### src/rtl/reg_bank_addr_unit_pkg.sv
// Shared widths and constants for the decode-stage register bank and address unit.
package reg_bank_addr_unit_pkg;

    localparam int DATA_W = 32;
    localparam int ADDR_W = 5;
    localparam int NREGS  = 1 << ADDR_W;
    localparam int JUMP_W = 28;

    localparam logic [ADDR_W-1:0] REG_ZERO = 5'd0;

endpackage : reg_bank_addr_unit_pkg

### src/rtl/reg_bank_addr_unit_reg_bank_core.sv
// 32x32 register bank: one synchronous write port, two gated combinational read ports.
module reg_bank_core
    import reg_bank_addr_unit_pkg::*;
(
    input  logic              clk,
    input  logic              reset,
    input  logic [ADDR_W-1:0] dir_a,
    input  logic [ADDR_W-1:0] dir_b,
    input  logic [ADDR_W-1:0] dir_wra,
    input  logic [DATA_W-1:0] di,
    input  logic              reg_rd,
    input  logic              reg_wr,
    output logic [DATA_W-1:0] doa,
    output logic [DATA_W-1:0] dob
);

    logic [DATA_W-1:0] regs [NREGS];

    // NOTE: every entry is cleared by reset, so this array builds as flops, not a RAM macro;
    // state is updated with non-blocking assignments so all entries change together at the edge.
    always_ff @(posedge clk) begin
        if (reset) begin
            for (int i = 0; i < NREGS; i++) begin
                regs[i] <= '0;
            end
        end else if (reg_wr && (dir_wra != REG_ZERO)) begin
            regs[dir_wra] <= di;
        end
    end

    // Register zero is forced to read 0 even before the first reset has cleared it.
    assign doa = (reg_rd && (dir_a != REG_ZERO)) ? regs[dir_a] : '0;
    assign dob = (reg_rd && (dir_b != REG_ZERO)) ? regs[dir_b] : '0;

endmodule : reg_bank_core

### src/rtl/reg_bank_addr_unit.sv
// Decode-stage datapath: register bank plus jump-target concatenation and branch-offset shift.
module reg_bank_addr_unit
    import reg_bank_addr_unit_pkg::*;
(
    input  logic              clk,
    input  logic              reset,
    input  logic [ADDR_W-1:0] dir_a,
    input  logic [ADDR_W-1:0] dir_b,
    input  logic [ADDR_W-1:0] dir_wra,
    input  logic [DATA_W-1:0] di,
    input  logic              reg_rd,
    input  logic              reg_wr,
    output logic [DATA_W-1:0] doa,
    output logic [DATA_W-1:0] dob,
    input  logic [JUMP_W-1:0] output_jump,
    input  logic [DATA_W-1:0] pc,
    output logic [DATA_W-1:0] output_concat,
    input  logic [DATA_W-1:0] immediate,
    output logic [DATA_W-1:0] output_imm
);

    reg_bank_core u_reg_bank_core (
        .clk     (clk),
        .reset   (reset),
        .dir_a   (dir_a),
        .dir_b   (dir_b),
        .dir_wra (dir_wra),
        .di      (di),
        .reg_rd  (reg_rd),
        .reg_wr  (reg_wr),
        .doa     (doa),
        .dob     (dob)
    );

    // Jump target keeps the PC's 256 MB region; branch offset is the word offset in bytes.
    assign output_concat = {pc[DATA_W-1:JUMP_W], output_jump};
    assign output_imm    = {immediate[DATA_W-3:0], 2'b00};

    logic unused_bits;
    assign unused_bits = ^{pc[JUMP_W-1:0], immediate[DATA_W-1:DATA_W-2]};

endmodule : reg_bank_addr_unit

### config.mk
export PLATFORM = sky130hd
export DESIGN_NAME = reg_bank_addr_unit
export DESIGN_NICKNAME = d
export VERILOG_FILES = /design/src/rtl/reg_bank_addr_unit_pkg.sv /design/src/rtl/reg_bank_addr_unit_reg_bank_core.sv /design/src/rtl/reg_bank_addr_unit.sv
export SDC_FILE = /design/constraint.sdc
export NUM_CORES = 2
export LEC_CHECK = 0
export CORE_MARGIN = 1
export CORE_UTILIZATION = 55
export CTS_CLUSTER_SIZE = 10
export DETAILED_ROUTE_END_ITERATION = 12
export HOLD_SLACK_MARGIN = 0.12
export PLACE_DENSITY_LB_ADDON = 0.25
export SLEW_MARGIN = 20
export SYNTH_ARGS = -nofsm -noshare
export SYNTH_HDL_FRONTEND = slang
export SYNTH_SLANG_ARGS = --single-unit
### constraint.sdc
create_clock -name clk -period 3.8 [get_ports clk]
set_clock_uncertainty 0.05 [all_clocks]
set_input_delay 1.14 -clock clk [delete_from_list [all_inputs] [get_ports clk]]
set_output_delay 1.14 -clock clk [all_outputs]
set_load 0.02 [all_outputs]
==> impl_metrics.py <==
metrics = {
    "grt": {
        "grt-ovfl-total": 0,
        "met1_usage_pct": 47.80,
        "track_usage_pct": 35.47,
        "globalRouteMet2Util_pct": 54.14,
        "antenna_found_initial": 10,
        "grt_max_degree": 45,
        "grt_pass1_vias": 37370,
        "globalRoute.busiestLayer": "met2",
        "grt_util_met3_pct": 7.297,
        "grt_pass1_wl_mm": 258.4,
    },
    "flow_run": {
        "drv_cap": 0,
    },
    "clocking": {
        "path_clk_slew_ps": 50,
        "ctsHoldBuffers": 0,
        "cts_buffers": 116,
        "cts_htree_levels": 3,
        "cts_tree": "done",
        "clockRootBuffer": "clkbuf_16",
        "clockBufferDepth": 3,
        "cts_sinks": 1024,
    },
    "layout": {
        "reg_top3": "u_reg_bank_core.regs x1024",
        "layout_common_cells": "edfxtp_1 (1024), and2_1 (994), buf_4 (465)",
        "final_cells": 5568,
        "area_growth_syn_to_layout_pct": 23.93,
        "fill_cells": 6406,
        "layout_commonest_cell": "edfxtp_1",
        "multiInputGateArea_um2": 24100,
        "utilization_pct": 69.28,
        "top_register": "u_reg_bank_core.regs",
        "num-nets-final": 4394,
        "final_area_um2": 68590,
        "drive_gt1_share_pct": 36.67,
        "final-seq-area_um2": 30750,
        "diodes": 0,
        "largest_reg_flops": 1024,
    },
    "place": {
        "hpwl_mm": 113.3,
        "dp.cells": 5233,
        "place_congestion": 0.9554,
        "dpl_cell_area_um2": 61220,
        "portBuffers": 114,
    },
    "die": {
        "die_area_um2": 101900,
        "die_w_um": 319.2,
        "start_util_pct": 55.90,
        "ios": 271,
        "rows": 115,
        "die_h_um": 319.2,
        "core_um2": 98990,
    },
    "setup_path": {
        "crit_path_max_incr_delay_ps": 500,
        "worstSetupEndpointType": "primary output",
        "arrival_ps": 3130,
        "critPathKind": "input pin to primary output",
        "crit_chain": "buf_16 > buf_12 > buf_12 > buf_8 > mux4_2 > mux2_4 > a221oi_2 > buf_4 > a211oi_4 > buf_6",
        "cpMostUsedCell": "buf_12",
        "cp_top_family": "buffers and inverters",
        "cp_max_fo": 8,
        "cp-start-kind": "input pin",
        "path_depth": 10,
        "required_ps": 2610,
        "path_buf_inv": 6,
        "cp_slowest_cell": "mux4_2",
    },
    "synth": {
        "syn-cell-area_um2": 55340,
        "synth_edf_count": 1024,
        "ys_seq_elements": 1024,
        "synth_flop_cell": "edfxtp_1",
        "async_reset_ff_share_pct": 0,
        "synth_cell_types": 45,
        "yosys_warnings": 0,
        "ys_seq_area_share_pct": 55.56,
        "syn_inst": 3764,
        "avgSynthCellArea_um2": 14.70,
    },
    "pwr": {
        "p_leak_nw": 25.43,
        "totalPowerFinal_mw": 27.85,
        "p_per_area_nw_per_um2": 406.1,
        "ir_drop_v": 0.0004042,
    },
    "sta": {
        "min_period_ps": 4323,
        "slew_viol_final": 0,
        "rsz0062_at_grt": "yes",
        "hold_slack_ps": 1082,
        "hold_viol": 0,
        "slew_headroom_pct": 21.21,
        "worst-slew-pin-transition_ps": 1178,
        "setup_slack_ps": -523.4,
        "finalSetupViolations": 64,
        "max_freq_mhz": 231.3,
        "min_period_over_period_pct": 113.8,
    },
    "run_status": {
        "status": "finished with violations",
        "violations": "negative setup slack",
    },
    "detailed_routing": {
        "drtAntennaViolNets": 0,
        "drt-pass1-iter-count": 7,
        "viasPerCell": 6.773,
        "wirelength_mm": 183.8,
        "drc": 0,
        "wl_per_cell_um": 33.00,
        "via_count": 37710,
        "drt_iter0_markers": 5469,
    },
    "worst_hold_path": {
        "hp-class": "input pin to register",
        "hold_depth": 2,
    },
}
final timing paths:
path	start	end	slack (ps)
max	dir_a[1]	doa[13]	-520
min	reset	u_reg_bank_core.regs[0][20]	1080
metrics by stage:
| step | TNS [ps] | worst slack, ps |
|---|---|---|
| finish | -23900 | -523.4 |
| detailed placement | -58400 | -1259 |
| floorplan | -1008 | -26.44 |
| CTS | -22580 | -563.8 |
| global placement | -57620 | -1230 |
| global route | -24850 | -553.6 |
routing by layer:
metal  wire [um]  share of wire, %  vias to the layer above
li1            -                 -                    15220
met1       66160                36                    19050
met2       83860                46                     2917
met3       22570                12                      514
met4       11090               6.0                       14
met5          88             0.048                        -
cell type report:
type | instances | area share, %
inverter | 1 | 0.005473
clock inverter | 15 | 0.1915
clock buffer | 133 | 4.387
timing repair buffer | 791 | 13.09
multi-input combinational | 2317 | 35.14
tap | 1287 | 2.348
sequential | 1024 | 44.83
where the power goes:
| group | switching, mW | internal [mW] |
|---|---|---|
| sequential | 0.351 | 13.1 |
| clock | 4.29 | 5.55 |
| combinational | 2.37 | 2.22 |
kinds of logic after synthesis:
family | synth area share, %
AOI/OAI and AO/OA | 4.253
muxes | 22.93
buffers and inverters | 3.988
and+or+nand+nor | 13.26
other | 0.006776
DFF | 55.56
Yosys cell counts (2+ instances only):
library cell  number  share of area [%]
clkbuf_1         268                1.8
or3b_2             3              0.047
nand4_1            9               0.10
or2_2             31               0.35
a2bb2oi_1         32               0.51
mux2i_1          356                6.4
or3_1              2              0.023
mux2_2            49                1.0
and2_1           995                 11
clkbuf_2           2              0.018
buf_2             91               0.82
nand3b_1           5              0.068
nand2_1           71               0.48
a21oi_1           50               0.45
edfxtp_1        1024                 56
a22oi_1           18               0.24
nor2_1            35               0.24
o221ai_1          87                1.4
buf_1              5              0.034
a211oi_1          31               0.42
o22a_1            23               0.36
buf_6              8               0.16
mux4_2           380                 15
nor2b_1            5              0.057
buf_4             83                1.1
a221oi_2          31               0.84
nand3_1           52               0.47
repair_timing:
item                                    4_1_cts  5_1_grt
resized for setup                           628      158
setup buffers                               111       76
cloned                                       24        5
endpoints found under the setup margin       64       64
pin swaps                                    57       82
Note: power is estimated with default switching activity, not from simulation.
